$ cat config.mk
export PLATFORM = sky130hd
export DESIGN_NAME = ras_ctrl
export DESIGN_NICKNAME = d
export VERILOG_FILES = /design/src/rtl/uarch_pkg.sv /design/src/rtl/ras_ckpt_table.sv /design/src/rtl/ras_ctrl.sv
export SDC_FILE = /design/constraint.sdc
export NUM_CORES = 1
export LEC_CHECK = 0
export CAP_MARGIN = 10
export CORE_UTILIZATION = 30
export DETAILED_ROUTE_END_ITERATION = 7
export HOLD_SLACK_MARGIN = 0.15
export SYNTH_ARGS = -nofsm -noshare
export SYNTH_HDL_FRONTEND = slang
export SYNTH_SLANG_ARGS = --single-unit
$ cat constraint.sdc
create_clock -name clk -period 3.1 [get_ports clk]
set_input_delay 0.93 -clock clk [delete_from_list [all_inputs] [get_ports clk]]
set_output_delay 0.93 -clock clk [all_outputs]
set_load 0.005 [all_outputs]
$ cat src/rtl/uarch_pkg.sv
// Shared micro-architecture constants and types for the return-address-stack path.
package uarch_pkg;

  localparam int unsigned CPU_ADDR_BITS = 32;
  localparam int unsigned RAS_DEPTH     = 16;
  localparam int unsigned FTQ_DEPTH     = 16;
  localparam int unsigned RAS_PW        = $clog2(RAS_DEPTH) + 1;
  localparam int unsigned FTQ_IW        = $clog2(FTQ_DEPTH);

  typedef logic [RAS_PW-1:0] ras_ptr_t;

  typedef enum logic [1:0] {
    RC_IDLE,
    RC_SWAP,
    RC_RECOVER,
    RC_REPAIR
  } ras_ctrl_state_e;

  // Redirecting instruction's own call/return effect, replayed after the restore.
  typedef struct packed {
    logic                     is_call;
    logic                     is_ret;
    logic [CPU_ADDR_BITS-1:0] ret_addr;
  } redir_req_t;

  function automatic logic [7:0] sat_inc8(input logic [7:0] v);
    return (v == 8'hFF) ? v : v + 8'd1;
  endfunction

endpackage

$ cat src/rtl/ras_ckpt_table.sv
// Per-FTQ-slot RAS pointer checkpoints with valid bits; accept writes, commit clears.
module ras_ckpt_table #(
  parameter  int unsigned DEPTH = 16,
  parameter  int unsigned PW    = 5,
  localparam int unsigned IW    = $clog2(DEPTH)
) (
  input  logic          clk,
  input  logic          rst_n,
  input  logic          wr_en,
  input  logic [IW-1:0] wr_idx,
  input  logic [PW-1:0] wr_ptr,
  input  logic          clr_en,
  input  logic [IW-1:0] clr_idx,
  input  logic [IW-1:0] rd_idx,
  output logic [PW-1:0] rd_ptr,
  output logic          rd_vld
);

  logic [PW-1:0]    ckpt_q [DEPTH];
  logic [PW-1:0]    ckpt_d [DEPTH];
  logic [DEPTH-1:0] vld_q;
  logic [DEPTH-1:0] vld_d;

  // Write applied after clear so an accept beats a same-slot commit.
  always_comb begin
    ckpt_d = ckpt_q;
    vld_d  = vld_q;
    if (clr_en) vld_d[clr_idx] = 1'b0;
    if (wr_en) begin
      ckpt_d[wr_idx] = wr_ptr;
      vld_d[wr_idx]  = 1'b1;
    end
  end

  always_ff @(posedge clk or negedge rst_n) begin
    if (!rst_n) begin
      ckpt_q <= '{default: '0};
      vld_q  <= '0;
    end else begin
      ckpt_q <= ckpt_d;
      vld_q  <= vld_d;
    end
  end

  assign rd_ptr = ckpt_q[rd_idx];
  assign rd_vld = vld_q[rd_idx];

endmodule

$ cat src/rtl/ras_ctrl.sv
// RAS sequencing: turns fetch call/return hints into push/pop, restores the pointer
// on backend redirects and replays the redirecting instruction's own effect.
module ras_ctrl #(
  parameter  int unsigned RAS_DEPTH = uarch_pkg::RAS_DEPTH,
  parameter  int unsigned FTQ_DEPTH = uarch_pkg::FTQ_DEPTH,
  localparam int unsigned PW        = $clog2(RAS_DEPTH) + 1,
  localparam int unsigned IW        = $clog2(FTQ_DEPTH),
  localparam int unsigned AW        = uarch_pkg::CPU_ADDR_BITS
) (
  input  logic          clk,
  input  logic          rst_n,
  input  logic          fe_valid,
  input  logic          fe_is_call,
  input  logic          fe_is_ret,
  input  logic [AW-1:0] fe_ret_addr,
  input  logic [IW-1:0] fe_ftq_idx,
  output logic          fe_ready,
  output logic          fe_tgt_valid,
  output logic [AW-1:0] fe_tgt,
  input  logic          redir_valid,
  input  logic [IW-1:0] redir_ftq_idx,
  input  logic          redir_is_call,
  input  logic          redir_is_ret,
  input  logic [AW-1:0] redir_ret_addr,
  input  logic          commit_valid,
  input  logic [IW-1:0] commit_ftq_idx,
  output logic          ras_push,
  output logic [AW-1:0] ras_push_addr,
  output logic          ras_pop,
  input  logic [AW-1:0] ras_pop_addr,
  input  logic          ras_push_rdy,
  input  logic          ras_pop_rdy,
  input  logic [PW-1:0] ras_ptr,
  output logic          ras_recover,
  output logic [PW-1:0] ras_recover_ptr,
  output logic          ckpt_miss,
  output logic [7:0]    ovf_cnt
);

  import uarch_pkg::*;

  ras_ctrl_state_e state_q, state_d;
  redir_req_t      redir_q, redir_d;
  logic [AW-1:0]   swap_addr_q, swap_addr_d;
  logic [PW-1:0]   rec_ptr_q, rec_ptr_d;
  logic            ckpt_miss_q, ckpt_miss_d;
  logic [7:0]      ovf_q, ovf_d;
  logic            accept;
  logic [PW-1:0]   ckpt_rd_ptr;
  logic            ckpt_rd_vld;

  assign fe_ready     = (state_q == RC_IDLE) && !redir_valid;
  assign accept       = fe_valid && fe_ready;
  assign fe_tgt       = ras_pop_addr;
  assign fe_tgt_valid = fe_is_ret && ras_pop_rdy && (state_q == RC_IDLE);
  assign ckpt_miss    = ckpt_miss_q;
  assign ovf_cnt      = ovf_q;

  ras_ckpt_table #(
    .DEPTH (FTQ_DEPTH),
    .PW    (PW)
  ) u_ckpt (
    .clk     (clk),
    .rst_n   (rst_n),
    .wr_en   (accept),
    .wr_idx  (fe_ftq_idx),
    .wr_ptr  (ras_ptr),
    .clr_en  (commit_valid),
    .clr_idx (commit_ftq_idx),
    .rd_idx  (redir_ftq_idx),
    .rd_ptr  (ckpt_rd_ptr),
    .rd_vld  (ckpt_rd_vld)
  );

  // A redirect pre-empts whatever the FSM was doing and issues no command that cycle.
  always_comb begin
    state_d         = state_q;
    redir_d         = redir_q;
    swap_addr_d     = swap_addr_q;
    rec_ptr_d       = rec_ptr_q;
    ckpt_miss_d     = ckpt_miss_q;
    ovf_d           = ovf_q;
    ras_push        = 1'b0;
    ras_push_addr   = '0;
    ras_pop         = 1'b0;
    ras_recover     = 1'b0;
    ras_recover_ptr = '0;

    if (redir_valid) begin
      redir_d.is_call  = redir_is_call;
      redir_d.is_ret   = redir_is_ret;
      redir_d.ret_addr = redir_ret_addr;
      rec_ptr_d        = ckpt_rd_ptr;
      if (ckpt_rd_vld) begin
        state_d = RC_RECOVER;
      end else begin
        ckpt_miss_d = 1'b1;
        state_d     = RC_REPAIR;
      end
    end else begin
      unique case (state_q)
        RC_IDLE: begin
          if (accept) begin
            if (fe_is_call && fe_is_ret) begin
              ras_pop     = ras_pop_rdy;
              swap_addr_d = fe_ret_addr;
              state_d     = RC_SWAP;
            end else if (fe_is_call) begin
              if (ras_push_rdy) begin
                ras_push      = 1'b1;
                ras_push_addr = fe_ret_addr;
              end else begin
                ovf_d = sat_inc8(ovf_q);
              end
            end else if (fe_is_ret) begin
              ras_pop = ras_pop_rdy;
            end
          end
        end
        RC_SWAP: begin
          if (ras_push_rdy) begin
            ras_push      = 1'b1;
            ras_push_addr = swap_addr_q;
          end else begin
            ovf_d = sat_inc8(ovf_q);
          end
          state_d = RC_IDLE;
        end
        RC_RECOVER: begin
          ras_recover     = 1'b1;
          ras_recover_ptr = rec_ptr_q;
          state_d         = RC_REPAIR;
        end
        RC_REPAIR: begin
          state_d = RC_IDLE;
          if (redir_q.is_call && redir_q.is_ret) begin
            ras_pop     = ras_pop_rdy;
            swap_addr_d = redir_q.ret_addr;
            state_d     = RC_SWAP;
          end else if (redir_q.is_call) begin
            if (ras_push_rdy) begin
              ras_push      = 1'b1;
              ras_push_addr = redir_q.ret_addr;
            end else begin
              ovf_d = sat_inc8(ovf_q);
            end
          end else if (redir_q.is_ret) begin
            ras_pop = ras_pop_rdy;
          end
        end
        default: state_d = RC_IDLE;
      endcase
    end
  end

  always_ff @(posedge clk or negedge rst_n) begin
    if (!rst_n) begin
      state_q     <= RC_IDLE;
      redir_q     <= '0;
      swap_addr_q <= '0;
      rec_ptr_q   <= '0;
      ckpt_miss_q <= 1'b0;
      ovf_q       <= '0;
    end else begin
      state_q     <= state_d;
      redir_q     <= redir_d;
      swap_addr_q <= swap_addr_d;
      rec_ptr_q   <= rec_ptr_d;
      ckpt_miss_q <= ckpt_miss_d;
      ovf_q       <= ovf_d;
    end
  end

endmodule

Word level (Yosys, flattened, before mapping)
Cells that the tools add are included.
{"block": "op_classes", "n_mux": 63, "n_addsub": 1, "eq_ne": 13, "n_reduce_logical": 17, "n_lt_le_gt_ge": 8, "n_bitwise": 7}
{"op": "2-to-1 mux 32 bit", "n": 12}
{"op": "case mux 32 bit (3 select lines)", "n": 1}
{"op": "bitwise mux 80 bit", "n": 1}
{"op": "case mux 32 bit (2 select lines)", "n": 1}
{"op": "2-to-1 mux 8 bit", "n": 7}
{"op": "2-to-1 mux 16 bit", "n": 2}
{"op": "2-to-1 mux 5 bit", "n": 5}
{"op": "case mux 8 bit (3 select lines)", "n": 1}
{"op": "2-to-1 mux 1 bit", "n": 22}
{"op": "binary-select mux 5 bit (select 4 bit)", "n": 1}
{"op": "demux 5 bit (select 4 bit)", "n": 1}
{"op": "AND 16 bit", "n": 1}
{"op": "inverter 16 bit", "n": 1}
{"op": "bitwise OR 16 bit", "n": 1}
{"op": "< comparator 4 x 5 -> 1 bit (second input constant)", "n": 3}
{"op": "inequality test 2 bit (second input constant)", "n": 6}
{"op": ">= comparator 5 bit (second input constant)", "n": 2}
{"op": "inverter 4 -> 5 bit", "n": 2}
{"op": "logical AND 1 bit", "n": 9}
{"op": "adder 8 x 1 -> 8 bit (second input constant)", "n": 1}
{"op": "demux 1 bit (select 4 bit)", "n": 2}
{"op": "== test 8 bit (second input constant)", "n": 1}
{"op": ">= comparator 4 x 1 -> 1 bit (second input constant)", "n": 2}
{"op": "case mux 2 bit (4 select lines)", "n": 1}
{"op": "other kinds (18)", "n": 23}
{"block": "word_totals", "inputBits": 124, "regBits": 178, "out_inout_bits": 83}

Logic depth before layout (Yosys ltp)
Gate-level depths: netlist of run 1.
{"block": "depth", "depth_word": 9, "ltp_mapped": 8}

By module
A second synthesis of run 1 with hierarchy kept.
{"block": "unflattened", "hier_cells": 719, "area_unflattened_um2": 9069.9}
{"mod": "ras_ctrl", "instances": 1, "cells_per_inst": 413, "seq_area_each_um2": 2052.0, "area_each_um2": 4586.9}
{"mod": "ras_ckpt_table", "instances": 1, "cells_per_inst": 306, "seq_area_each_um2": 2402.3, "area_each_um2": 4483.0}

Least setup slack after synthesis of run 1
No wires, ideal clock.
{"block": "synth_timing", "kind": "input to output", "start": "input port redir_valid", "end": "output port ras_push_addr[21]", "setup_slack_ps": 223, "arrival_time_ps": 1947, "required_time_ps": 2170, "stages": 5, "cell_sequence": "nand3b_1 > nor3_1 > buf_2 > a222oi_1 > nor2_1"}
{"block": "synth_via", "elab_chain_cells": 6}
{"item": "start: declaration", "line": "ras_ctrl.sv:20", "text": "input logic redir_valid,"}
{"item": "logical NOT 1 bit", "line": "ras_ctrl.sv:52", "text": "assign fe_ready = (state_q == RC_IDLE) && !redir_valid;"}
{"item": "logical AND 1 bit", "line": "ras_ctrl.sv:52"}
{"item": "logical AND 1 bit", "line": "ras_ctrl.sv:53", "text": "assign accept = fe_valid && fe_ready;"}
{"item": "2-to-1 mux 32 bit", "line": "ras_ctrl.sv:103", "text": "if (accept) begin"}
{"item": "case mux 32 bit (3 select lines)", "line": "ras_ctrl.sv:101", "text": "unique case (state_q)"}
{"item": "2-to-1 mux 32 bit *", "line": "ras_ctrl.sv:89", "text": "if (redir_valid) begin"}
{"item": "end: declaration", "line": "ras_ctrl.sv:28", "text": "output logic [AW-1:0] ras_push_addr,"}
Mark *: on every way between the ends. The rest lies on a longest branch, timed or not.

Final worst setup path of run 1
{"block": "layout_timing", "start": "input port redir_valid", "end": "output port ras_push_addr[3]"}
The elaborated chain is that of the path after synthesis.

==> results.md, run 1 <==
* Most frequent cells in the layout: dfrtp_1, mux2_2, clkdlybuf4s50_1
* Post-synth EDFFs at 0
* Worst path required time at approximately 2.2 ns
* Layout area overhead at 29.3%
* Worst Path Max Fanout at 8
* Sink Count at ~180
* Die Area at 30,300 um2
* Overall Global Routing Usage at 0.167
* Setup ws final at -0.0664 ns
* Root cell of the clock tree: clkbuf_16
* DIE HEIGHT at 174 um
* DRT Pass-1 Iters at 7
* Placed cell areas at about 11,000 um2
* Overflow left after global routing at 0
* Post-synth cell types at 47
* Commonest non-fill, non-tap cell in the layout: dfrtp_1
* Initial antenna violation count at 0
* Vias per cell at around 5.1
* Fin area at 11,500 um2
* Post-route ant nets at 0
* CP Launch Type: input port
* Tot Pwr at 6950 uW
* ANT cells at 0
* Net count, final at 1,014
* Final core utilization at 0.397
* FF-to-FF Start: state_q[1]
* Mean post-synth cell area at roughly 12 um2
* Dpl ws at -0.680 ns
* Clock latency on the worst-skew pair at 0.43 ns
* CP Class: in -> out
* Initial DRC Count at 592
* Final Max Slew Viols at 0
* CP endpoint kind: output port
* Slew margin rel. at 0.518
* Post-synth ARST share at 1.00
* Fmax at 0.316 GHz
* CTS Hold Bufs at 0
* Synth Register Bits at ~180
* Total wire length at 24,600 um
* Die width at 174 um
* Final hold viol count at 0
* TritonCTS Buffers at 17
* Failing checks: negative setup slack
* DP Wirelength at 16,600 um
* DR WL/cell at 19.2 um
* RSZ-0062 raised after global routing: true
* Htree depth at 4
* WP data arrival at 2.24 ns
* Yosys warns at 0
* Initial cell density of the core at 0.307
* Min Tclk post-route at 3.17 ns
* Largest net degree at the start of global routing at 65
* Power per Cell Area at roughly 600 nW/um2
* Syn Inst Count at 738
* CTS tree: built
* Max Root-Sink Buffers at 2
* Share of post-route cells with drive strength above 1 at 0.317
* DRC viols at 0
* Dominant synthesized flop cell: dfrtp_1
* Clock transition at path regs at roughly 0.07 ns
* Sequential cell area at approximately 4500 um2
* Clock skew at approximately 0.011 ns
* Status: finished, violations left
* Slew @ Worst Pin at 0.721 ns
* Final Wtd Congestion at 0.778
* Vias in the first global route at 6,653
* Site row count at 62
* Worst setup path start: redir_valid
* Core ar. at 28,900 um2
* I/O pin count at 207
* Syn nets at 868
* Fin Setup TNS at -0.198 ns
* Filler Cell Count at between 2,000 and 3,000
* VDD IR max at 0.308 mV
* PortBufs at 142
* Static Leak at 0.00520 uW
* Final setup vio count at 5
* Global-route wire length before repair at 39,100 um
* Worst hold path class: in -> async
* Period utilisation layout at 1.02
* Multi-input gate area at between 4000 and 5000 um2
* Max_cap viols at 0
* Via count at 6,540
* Seq/Total Area, Yosys at 0.501
* Mapped Area at between 8000 and 9000 um2
## worst paths after layout
kind	endpoint	slack [ns]	cells after the start
worst max-delay path	ras_push_addr[3]	-0.07	9
worst min-delay path	u_ckpt.ckpt_q[65]	0.44	1
worst max register to register	swap_addr_q[24]	0.72	8
worst min register to register	u_ckpt.ckpt_q[79]	0.48	1
max in group asynchronous	redir_q[23]	2.01	2
min in group clk	u_ckpt.ckpt_q[79]	0.48	1
## registers in the layout (all words and copies together), names as in the netlist
| signal | flops |
|---|---|
| u_ckpt.vld_q | 16 |
| redir_q | 34 |
| swap_addr_q | 32 |
| rec_ptr_q | 5 |
| u_ckpt.ckpt_q | 80 |
| ovf_cnt | 8 |
| state_q | 2 |
| ckpt_miss | 1 |
## what timing repair did
action,in CTS,in global routing
hold endpoints to repair,0,0
endpoints found under the setup margin,42,33
resized for setup,150,15
gates cloned,3,0
pin swaps,64,29
setup buffers,6,1
## critical path: stages
cell	delay, ns
buf_6	0.10
nand3b_1	0.21
nor3_4	0.24
buf_6	0.17
buf_12	0.14
buf_6	0.10
a222oi_1	0.07
nor2_1	0.12
buf_2	0.13
## metrics by stage
step	cells	hold WS (ns)
global route	1281	0.460
finish	1281	0.444
global placement	1240	0.464
floorplan	738	0.447
CTS	1281	0.450
detailed placement	1240	0.475
## kinds of logic after synthesis
kind of cell,count (synthesis),share of synthesized area
AOI/OAI and AO/OA,114,0.0935
xor gates and xnor gates,7,0.00690
adders and majority gates,6,0.00845
buffers and inverters,82,0.0525
DFF,178,0.501
muxes,190,0.250
and+or+nand+nor,161,0.0870
## synthesized netlist by cell type (12+ instances only)
cell	instances	share of area
o21ai_0	23	0.013
mux2_2	112	0.14
nand2_1	25	0.011
nor2_1	74	0.031
a222oi_1	32	0.036
a21oi_1	37	0.021
nand3_1	12	0.0068
buf_2	16	0.0090
dfrtp_1	178	0.50
mux4_2	14	0.035
buf_4	33	0.028
mux2i_1	59	0.066
clkbuf_1	22	0.0093
## layout make-up
| type | count | share of cell area |
|---|---|---|
| Multi-Input combinational cell | 478 | 0.350 |
| Timing Repair Buffer | 206 | 0.168 |
| Clock inverter | 15 | 0.0144 |
| Tap cell | 384 | 0.0418 |
| Inverter | 3 | 0.000980 |
| Clock buffer | 17 | 0.0370 |
| Sequential cell | 178 | 0.388 |
## layer usage
metal | wire length, um | vias to the layer above | track usage | part of all wire
met5 | 0 | - | 0 | 0
met4 | 458 | 0 | 0.0508 | 0.019
met3 | 1240 | 39 | 0.0319 | 0.050
met2 | 11500 | 199 | 0.268 | 0.47
met1 | 11500 | 3305 | 0.229 | 0.47
li1 | - | 2997 | - | -
## report_power, final
group          leakage (uW)  total (uW)  internal (uW)  switching, uW
logic               0.00263        1740            890            845
clock network      0.000295        2200           1150           1050
registers           0.00227        3010           2750            260
Power figures use the tool's default switching activity.
==> run 2: changes to the inputs <==
CORE_UTILIZATION = 45   (was 30)
CTS_CLUSTER_SIZE = 16   (was default)
PLACE_DENSITY = 0.73   (was default)
SKIP_CTS_REPAIR_TIMING = 1   (was default)
==> run 2 against run 1 <==
  * The run still ends with negative setup slack left
  * Count of clock-buffer cells in the layout is the same
  * Clock skew grew 0.0020 ns
  * Critical path depth grew 1
  * Sequential share of layout area grew 0.11 points
  * Total power grew 0.38%
  * Clock power is essentially flat
  * Routed wire length shrank 6.3%
  * Largest cell class unchanged
  * Largest power group unchanged
==> results.md, run 2 (synthesis results as in run 1) <==
* CP endpoint kind: output port
* Fmax at 0.312 GHz
* Layout area overhead at 28.9%
* DR WL/cell at slightly below 20 um
* Root cell of the clock tree: clkbuf_16
* Clock transition at path regs at 0.07 ns
* Post-route ant nets at 0
* Total wire length at 23,100 um
* Clock latency on the worst-skew pair at between 0.4 and 0.5 ns
* DRT Pass-1 Iters at 5
* Worst Path Max Fanout at 4
* Via count at 6,541
* Biggest regs: u_ckpt.ckpt_q: 80 flops, redir_q: 34 flops, swap_addr_q: 32 flops
* Net count, final at 1,015
* Period utilisation layout at 1.03
* Worst hold path class: in -> async
* Static Leak at 0.00543 uW
* Max Root-Sink Buffers at 2
* Overflow left after global routing at 0
* WP data arrival at 2.27 ns
* Final hold viol count at 0
* Final setup vio count at 11
* Initial antenna violation count at 0
* Worst path required time at 2.17 ns
* Clock skew at 0.0131 ns
* Core ar. at 19,400 um2
* ANT cells at 0
* Filler Cell Count at roughly 1,600
* CP Cell Sequence: clkbuf_2 -> nand2_1 -> nor3_4 -> buf_6 -> buf_6 -> buf_6 -> buf_6 -> a222oi_1 -> nor2_1 -> buf_2
* Tot Pwr at 6970 uW
* Slowest CP cell: a222oi_1
* CP Class: in -> out
* Top reg by flops: u_ckpt.ckpt_q
* Sw Pwr at 2150 uW
* DRC viols at 0
* Overall Global Routing Usage at 0.226
* Final Wtd Congestion at 0.845
* Site row count at 51
* Share of post-route cells with drive strength above 1 at 0.303
* Failing checks: negative setup slack
* Initial cell density of the core at 0.458
* Vias in the first global route at 6,504
* DP Wirelength at 14,900 um
* CTS tree: built
* Most frequent CP cell: buf_6
* Multi-input gate area at between 4000 and 5000 um2
* Sequential cell area at 4450 um2
* Commonest non-fill, non-tap cell in the layout: dfrtp_1
* Seq pwr share at 0.433
* RSZ-0062 raised after global routing: true
* Max FFs per register at 80
* Status: finished, violations left
* PortBufs at 142
* Die width at 143 um
* Vias per cell at around 5.6
* Pint at 4820 uW
* Slew margin rel. at 0.550
* Crit-path max cell delay at 0.30 ns
* Largest net degree at the start of global routing at 65
* Sink Count at 178
* Power per Cell Area at 609 nW/um2
* Combinational share of power at 0.253
* Final Max Slew Viols at 0
* Most frequent cells in the layout: dfrtp_1, mux2_2, clkdlybuf4s50_1
* Min Tclk post-route at 3.20 ns
* I/O pin count at 207
* CP Launch Type: input port
* Dpl ws at -0.662 ns
* Initial DRC Count at 517
* VDD IR max at 0.411 mV
* Clk network pwr share at 0.315
* Fin Hold WS at roughly 0.40 ns
* Global-route wire length before repair at 35,200 um
* Htree depth at 4
* Max_cap viols at 0
* DIE HEIGHT at 143 um
* Sw Share at 0.308
* Slew @ Worst Pin at 0.675 ns
* Die Area at approximately 20,000 um2
* TritonCTS Buffers at 17
* Setup ws final at -0.103 ns
==> run 2: changes by cell type in the layout (fill, tap and decap cells not counted), moves of 4 or more <==
| cell | delta |
|---|---|
| buf_6 | +6 |
| buf_2 | -26 |
| dlymetal6s2s_1 | +16 |
| clkbuf_2 | +13 |
| buf_12 | -4 |
==> run 2: path summary, 6_finish.rpt <==
check                           startpoint                 to  slack [ns]  cells after the start
worst min-delay path                 rst_n         redir_q[8]        0.40                      1
min in group clk                 ckpt_miss          ckpt_miss        0.46                      1
worst min register to register   ckpt_miss          ckpt_miss        0.46                      1
worst max register to register  state_q[0]    swap_addr_q[20]        0.68                      8
max in group asynchronous            rst_n  u_ckpt.ckpt_q[50]        2.00                      2
worst max-delay path            fe_is_call  ras_push_addr[14]       -0.10                     10
==> run 2: power by group through the flow <==
stage	Sequential, uW	Clock [uW]	Combinational [uW]
2_1_floorplan	2980	0	1110
3_3_place_gp	3030	0	1700
3_5_place_dp	3050	0	1740
4_1_cts	3000	2240	1750
5_1_grt	3060	2340	1930
6_report	3020	2190	1760
==> run 2: critical path: cells and delay by family <==
| kind | cells | cell delay (ns) |
|---|---|---|
| buf+inv | 6 | 0.75 |
| compound gates | 1 | 0.30 |
| simple gates | 3 | 0.29 |
==> run 2: layout make-up <==
| cell class | instances | share of cell area |
|---|---|---|
| flip-flops and latches | 178 | 0.389 |
| multi-input cells | 478 | 0.350 |
| repair buffers | 207 | 0.177 |
| clock buffers | 17 | 0.0371 |
| well taps | 265 | 0.0289 |
| clock inverters | 15 | 0.0163 |
| inverters | 3 | 0.000983 |
==> run 2: layer usage <==
| layer | up-vias | routed length (um) | GRT usage |
|---|---|---|---|
| li1 | 2992 | - | - |
| met1 | 3322 | 10300 | 0.303 |
| met2 | 190 | 11100 | 0.367 |
| met3 | 37 | 1280 | 0.0528 |
| met4 | 0 | 376 | 0.0611 |
| met5 | - | 0 | 0 |
==> run 2: through the flow <==
step	TNS (ns)	utilization	cell area [um2]	cells
final	-0.515	0.590	11500	1163
after global routing	-2.29	0.590	11500	1163
after CTS	-21.57	0.581	11300	1149
after detailed placement	-21.29	0.550	10700	1117
after global placement	-21.93	0.550	10700	1117
after floorplan	0	-	8880	738
